### src/rtl/pulse_meter.sv
// pulse_meter: measures the high time and the period of a monitored signal.
// The signal is presented as edge pulses. A completed measurement is offered
// on a valid/ready output register.
//
// Ports
//   clk            : single clock, rising edge
//   reset          : asynchronous, active-low reset
//   rising_edge_i  : one-cycle pulse, 0->1 transition of the monitored signal
//   falling_edge_i : one-cycle pulse, 1->0 transition of the monitored signal
//   meas_valid_o   : a measurement is held on the outputs
//   meas_ready_i   : consumer accepts when meas_valid_o && meas_ready_i
//   high_cnt_o     : high time in clk cycles (saturating)
//   period_cnt_o   : period in clk cycles (saturating)
//   ovf_o          : a counter saturated during this measurement
//   drop_o         : one-cycle pulse, a completed measurement was discarded
module pulse_meter #(
  parameter int CNT_W = 16
) (
  input  logic             clk,
  input  logic             reset,
  input  logic             rising_edge_i,
  input  logic             falling_edge_i,
  output logic             meas_valid_o,
  input  logic             meas_ready_i,
  output logic [CNT_W-1:0] high_cnt_o,
  output logic [CNT_W-1:0] period_cnt_o,
  output logic             ovf_o,
  output logic             drop_o
);

  typedef enum logic [1:0] {IDLE, HIGH, LOW} state_t;

  localparam logic [CNT_W-1:0] CNT_MAX = '1;
  localparam logic [CNT_W-1:0] CNT_ONE = {{(CNT_W-1){1'b0}}, 1'b1};

  state_t           r_state;
  state_t           w_state_nxt;
  logic [CNT_W-1:0] r_hcnt, r_pcnt;
  logic [CNT_W-1:0] w_hcnt_nxt, w_pcnt_nxt;
  logic             r_ovf, w_ovf_nxt;
  logic             w_cap;
  logic             w_rise, w_fall;

  logic             r_valid;
  logic [CNT_W-1:0] r_high_out, r_period_out;
  logic             r_ovf_out;
  logic             r_drop;

  // Saturating increment: the counter sticks at its maximum value.
  function automatic logic [CNT_W-1:0] sat_inc(input logic [CNT_W-1:0] v);
    return (v == CNT_MAX) ? v : v + CNT_ONE;
  endfunction

  // True when the incremented value is (or stays) at the maximum.
  function automatic logic sat_hit(input logic [CNT_W-1:0] v);
    return (v == CNT_MAX) || (v == (CNT_MAX - CNT_ONE));
  endfunction

  // Coincident rise and fall cancel each other and act as "no pulse".
  assign w_rise = rising_edge_i & ~falling_edge_i;
  assign w_fall = falling_edge_i & ~rising_edge_i;

  always_ff @(posedge clk or negedge reset) begin
    if (!reset) begin
      r_state <= IDLE;
      r_hcnt  <= '0;
      r_pcnt  <= '0;
      r_ovf   <= 1'b0;
    end else begin
      r_state <= w_state_nxt;
      r_hcnt  <= w_hcnt_nxt;
      r_pcnt  <= w_pcnt_nxt;
      r_ovf   <= w_ovf_nxt;
    end
  end

  always_comb begin
    w_state_nxt = r_state;
    w_hcnt_nxt  = r_hcnt;
    w_pcnt_nxt  = r_pcnt;
    w_ovf_nxt   = r_ovf;
    w_cap       = 1'b0;
    case (r_state)
      IDLE: begin
        if (w_rise) begin
          w_hcnt_nxt  = CNT_ONE;
          w_pcnt_nxt  = CNT_ONE;
          w_ovf_nxt   = 1'b0;
          w_state_nxt = HIGH;
        end
      end
      HIGH: begin
        if (w_rise) begin
          // Missed falling edge: start over from this rise, nothing reported.
          w_hcnt_nxt = CNT_ONE;
          w_pcnt_nxt = CNT_ONE;
          w_ovf_nxt  = 1'b0;
        end else if (w_fall) begin
          w_pcnt_nxt  = sat_inc(r_pcnt);
          w_ovf_nxt   = r_ovf | sat_hit(r_pcnt);
          w_state_nxt = LOW;
        end else begin
          w_hcnt_nxt = sat_inc(r_hcnt);
          w_pcnt_nxt = sat_inc(r_pcnt);
          w_ovf_nxt  = r_ovf | sat_hit(r_hcnt) | sat_hit(r_pcnt);
        end
      end
      LOW: begin
        if (w_rise) begin
          // Measurement complete: the pre-update counters are captured.
          w_cap       = 1'b1;
          w_hcnt_nxt  = CNT_ONE;
          w_pcnt_nxt  = CNT_ONE;
          w_ovf_nxt   = 1'b0;
          w_state_nxt = HIGH;
        end else begin
          w_pcnt_nxt = sat_inc(r_pcnt);
          w_ovf_nxt  = r_ovf | sat_hit(r_pcnt);
        end
      end
      default: w_state_nxt = IDLE;
    endcase
  end

  // Output register: a capture is taken if the slot is empty or being
  // emptied this cycle; otherwise it is dropped and the held data is kept.
  always_ff @(posedge clk or negedge reset) begin
    if (!reset) begin
      r_valid      <= 1'b0;
      r_high_out   <= '0;
      r_period_out <= '0;
      r_ovf_out    <= 1'b0;
      r_drop       <= 1'b0;
    end else begin
      r_drop <= 1'b0;
      if (w_cap) begin
        if (!r_valid || meas_ready_i) begin
          r_valid      <= 1'b1;
          r_high_out   <= r_hcnt;
          r_period_out <= r_pcnt;
          r_ovf_out    <= r_ovf;
        end else begin
          r_drop <= 1'b1;
        end
      end else if (r_valid && meas_ready_i) begin
        r_valid <= 1'b0;
      end
    end
  end

  assign meas_valid_o = r_valid;
  assign high_cnt_o   = r_high_out;
  assign period_cnt_o = r_period_out;
  assign ovf_o        = r_ovf_out;
  assign drop_o       = r_drop;

endmodule

### config.mk
export PLATFORM = sky130hd
export DESIGN_NAME = pulse_meter
export DESIGN_NICKNAME = d
export VERILOG_FILES = /design/src/rtl/pulse_meter.sv
export SDC_FILE = /design/constraint.sdc
export NUM_CORES = 1
export LEC_CHECK = 0
export ABC_AREA = 1
export CAP_MARGIN = 40
export CORE_UTILIZATION = 57
export CTS_CLUSTER_SIZE = 25
export DETAILED_ROUTE_END_ITERATION = 10
export GPL_TIMING_DRIVEN = 1
export PLACE_DENSITY = 0.8
export SLEW_MARGIN = 20
export SYNTH_ARGS = -nofsm -noshare
export SYNTH_HDL_FRONTEND = slang
export SYNTH_SLANG_ARGS = --single-unit
export TNS_END_PERCENT = 20
### constraint.sdc
create_clock -name clk -period 2.05 [get_ports clk]
set_clock_uncertainty 0.1 [all_clocks]
set_input_delay 0.205 -clock clk [delete_from_list [all_inputs] [get_ports clk]]
set_output_delay 0.205 -clock clk [all_outputs]
set_load 0.005 [all_outputs]
[After elaboration in Yosys (flattened, before gate mapping)]
Cells that the tools add are included.
Storage, ports and cells
  input port bits: 5
  flip-flop bits (word level): 70
  logic and storage cells: 73
  output and inout bits: 35
Cells by class
  equal/unequal tests: 14
  bitwise gates (word level): 7
  reductions and logical operators: 17
  mux-type cells: 24
  add/sub/neg operators: 2
Operator list (count)
  two-way mux 16 bit: 6
  == test 16 bit, second input constant: 4
  one-hot mux 16 bit (2 select lines): 2
  adder 16 x 1 -> 16 bit, second input constant: 2
  two-way mux 1 bit: 11
  inequality test 3 bit, second input constant: 3
  two-way mux 2 bit: 3
  inequality test 2 bit, second input constant: 3
  AND reduction 2 bit: 3
  AND reduction 3 bit: 2
  inequality test 2 x 1 -> 1 bit, second input constant: 2
  one-hot mux 2 bit (2 select lines): 1
  AND reduction 4 bit: 1
  nonzero test 2 bit: 2
  OR reduction 2 bit: 2
  logical OR 1 bit: 3
  OR 1 bit: 3
  one-hot mux 1 bit (3 select lines): 1
  nonzero test 3 bit: 1
  AND 1 bit: 2
  == test 2 x 1 -> 1 bit, second input constant: 1
  == test 2 bit, second input constant: 1
  logical NOT 2 bit: 1
  NOT 1 bit: 2
  2 further kinds: 2

[Depth between registers and ports, before layout]
  word-level depth: 7
  mapped depth: 11
  gate-level depth less buffers: 10

[Worst setup path before layout]
Ideal clock, no wire load.
  path kind: register -> register
  start: register r_state[0]
  end: register r_pcnt[13]
  buffers on the path: 1
  data required time: 1.833 ns
  slack: 0.312 ns
  arrival: 1.520 ns
  cell stages (with the launch flop): 11
  library setup time: 0.117 ns
  period minus slack after synthesis: 1.738 ns
  cells stage by stage: dfrtp_1 > inv_1 > ha_1 > inv_1 > nor2_1 > nand3_1 > nor2_2 > nor2_4 > buf_4 > nand3_1 > nand2_1
On the way
  word-level cells in the longest chain between the ends: 4
  elaborated cells on any way between the ends: 9
  those cells by class: eq/ne (4); mux (1); reduce/logical (4)
Ends and longest elaborated chain
  start: declaration: RTL line 36  | state_t r_state;
  start signal: assignment: RTL line 70  | r_state <= w_state_nxt;
  == test 2 bit / == test 2 x 1 -> 1 bit (equally long branches): RTL line 83  | case (r_state)
  OR reduction 2 bit (no line)
  inequality test 3 bit (no line)
  AND reduction 3 bit (no line)
  end signal: assignment: RTL line 72  | r_pcnt <= w_pcnt_nxt;
  end: declaration: RTL line 38  | logic [CNT_W-1:0] r_hcnt, r_pcnt;
Parallel ways exist; a longest one is shown, timed or not.
A chain may end at the register's enable or synchronous reset.

[Worst setup path after layout]
  start: register r_hcnt[1]
  end: register r_hcnt[7]
On the way
  word-level cells in the longest chain between the ends: 5
  elaborated cells on any way between the ends: 8
  those cells by class: add/sub (1); eq/ne (2); mux (4); reduce/logical (1)
Ends and longest elaborated chain
  start: declaration: RTL line 38
  start signal: assignment: RTL line 71  | r_hcnt <= w_hcnt_nxt;
  adder 16 x 1 -> 16 bit: RTL line 51  | return (v == CNT_MAX) ? v : v + CNT_ONE;
  two-way mux 16 bit: RTL line 51
  two-way mux 16 bit: RTL line 98  | end else if (w_fall) begin
  two-way mux 16 bit: RTL line 93  | if (w_rise) begin
  one-hot mux 16 bit (2 select lines): RTL line 83
Parallel ways exist; a longest one is shown, timed or not. The select of a mux whose other input is x is not followed.

==> reports/summary.txt <==
PD cells: 928.2 mW/mm²
Pre-antenna DRT Iters: 8
post-synthesis async set-or-reset flop share: 1.000
FF-to-FF Start: r_hcnt[1]
routed wire length: 9.001 mm
Synth-to-Final Area Change: 20.67%
IR drop worst, VDD: 930.0 µV
I/O pin count: 40
WHS: 0.3250 ns
slew margin rel.: 0.5555
WP data required: 2.22 ns
Clock Path Buffers: 2
crit path launch type: register
dpl cells: 610
Synth Flop Type: dfrtp_1
count leader, synth: nand2_1
Skew-Pair Late Insertion Delay: 0.34 ns
Worst Path Max Fanout: 11
fin cells: 628
Synth Warn #: 0
initial antenna violation count: 0
fillers: 501
# DRC: 8
Synth area leaders: dfrtp_1 (45%), nand2_1 (14%), o21ai_0 (6.6%), nor2_1 (4.8%), nand3_1 (4.5%)
post-CTS setup buffer count: 0
via/cell ratio: 5.519
clock sink count: 70
largest net degree at the start of global routing: 35
Core Rows: 29
register area share after synthesis: 0.4543
area of the core: 0.006422 mm²
net total in the final layout: 559
Final Power: 4.319 mW
most common library cells after synthesis: nand2_1 (146), dfrtp_1 (70), o21ai_0 (51)
Placed Area: 0.004397 mm²
global-route wire length before repair: 15.28 mm
met2 Use GR: 0.4255
routed len/inst: 14.33 µm
die area: 0.007098 mm²
effective utilization at floorplan: 0.6004
Slew @ Worst Pin: 0.6668 ns
Post-synth EDFFs: 0
vias after detailed routing: 3466
buffers added on ports: 39
Max-Cap Viols: 0
share of layout cells above drive strength 1: 0.1361
HPWL after DPL: 6.487 mm
outcome: complete, but fails checks
share of the synthesized area in the top cell type: 0.4543
fin. max-slew vios: 0
Num CTS Buffers: 9
gr usage total: 0.2752
multi-input logic area: 0.001810 mm²
Final TNS setup: 0 ns
number of global-route vias before repair: 3216
gr busiest metal: met2
CP Capture Type: register
Post-Synthesis Cells: 493
Critical Path AT: 2.06 ns
met3 Use GR: 0.04818
Diodes inserted: 0
sequential cell area: 0.001753 mm²
Max Fclk: 527.7 MHz
worst setup path startpoint: r_hcnt[1]
synth unique cells: 34
H-tree depth: 3
Seq cells post-synth: 70
Fin. Hold Viols: 0
area leader, netlist: dfrtp_1
Die X-Extent: 84.25 µm
grt total ovfl: 0
Synth Cell Area: 0.003856 mm²
Hold Path Class: input port to asynchronous set/reset pin
critical path class: register to register
GPL Wtd Cong: 1.016
Initial DRC Count: 418
Final Cell Area: 0.004653 mm²
failing checks: design-rule violations
Post-Syn Nets: 506
Final min period: 1.895 ns
die height: 84.25 µm
CTS root buffer: clkbuf_8
ANT nets after route: 0
leak pwr: 2.049 nW
syn avg cell area: 7.822 µm²
final setup fails: 0
clock-pin slew on the worst setup and hold paths: 0.08 ns
RSZ-0062 raised after global routing: no
fin crit share: 0.9244
CTS tree: done
grt met1 use: 0.3921
-- state kept, by name (all words and copies together), names as in the netlist, 2 cells and up --
| name | count |
|---|---|
| high_cnt_o | 16 |
| period_cnt_o | 16 |
| r_pcnt | 16 |
| r_state | 2 |
| r_hcnt | 16 |
-- power breakdown --
part	leakage [nW]	total [mW]	switching (mW)	internal, mW
combinational	0.968	1.40	0.902	0.496
sequential	0.962	1.63	0.115	1.51
clock	0.120	1.29	0.508	0.784
-- critical path, stage by stage, from the launching register on --
cell and delay (ns):
dfrtp_1 0.41, ha_2 0.24, inv_1 0.07, nor2_2 0.13, nand2_2 0.11, nor2_2 0.14, nand3_2 0.09, nand3_4 0.16
buf_4 0.20, nand2_1 0.08, o21ai_2 0.06
-- timing repair --
action                                  4_1_cts  5_1_grt
hold buffers                                  1        0
endpoints found under the setup margin        9       12
cloned                                        1        0
gates resized for setup                       0        3
hold endpoints to repair                     27        0
pin swaps                                     1        0
-- placed cells by master (no fill, tap or decap), types with 7 or more instances in the layout --
| master | Yosys | final |
|---|---|---|
| buf_4 | 2 | 15 |
| clkbuf_8 | 0 | 12 |
| clkdlybuf4s50_1 | 0 | 38 |
| dfrtp_1 | 70 | 69 |
| ha_1 | 8 | 7 |
| inv_1 | 46 | 46 |
| nand2_1 | 146 | 146 |
| nand3_1 | 35 | 35 |
| nand4_1 | 16 | 16 |
| nor2_1 | 49 | 49 |
| o21ai_0 | 51 | 51 |
| o21ai_2 | 11 | 11 |
-- cells by family after synthesis --
family,after synthesis,share of synthesized area
fa+ha+maj,8,0.02596
simple gates,272,0.3167
buf+inv,66,0.07852
mux,3,0.008760
compound gates,70,0.1067
xor+xnor,4,0.009084
flops,70,0.4543
-- layer usage --
layer,up-vias,share of wire
met3,14,0.063
li1,1695,-
met5,-,0
met1,1633,0.47
met2,124,0.45
met4,0,0.013
-- cell type report --
| cell class | count | area share |
|---|---|---|
| Inverter | 49 | 0.04114 |
| Tap cell | 77 | 0.02070 |
| Multi-Input combinational cell | 358 | 0.3891 |
| Sequential cell | 70 | 0.3767 |
| Clock inverter | 3 | 0.01398 |
| Clock buffer | 13 | 0.03630 |
| Timing Repair Buffer | 58 | 0.1221 |
-- per-stage QoR --
stage          setup slack (ns)  utilization
2_1_floorplan            0.3122            -
3_3_place_gp           -0.07849       0.6846
3_5_place_dp            -0.1680       0.6846
4_1_cts                  0.1221       0.7236
5_1_grt                 0.02413       0.7245
6_report                 0.1549       0.7245
-- worst paths after layout --
kind	to	slack, ns	depth (start not counted)
max	r_hcnt[7]	0.15	10
min	period_cnt_o[7]	0.32	2
max reg2reg	r_hcnt[7]	0.15	10
min reg2reg	period_cnt_o[10]	0.38	2
max in group asynchronous	r_pcnt[0]	0.85	3
min in group clk	period_cnt_o[10]	0.38	2
No activity file was read; power rests on OpenSTA's default activity.
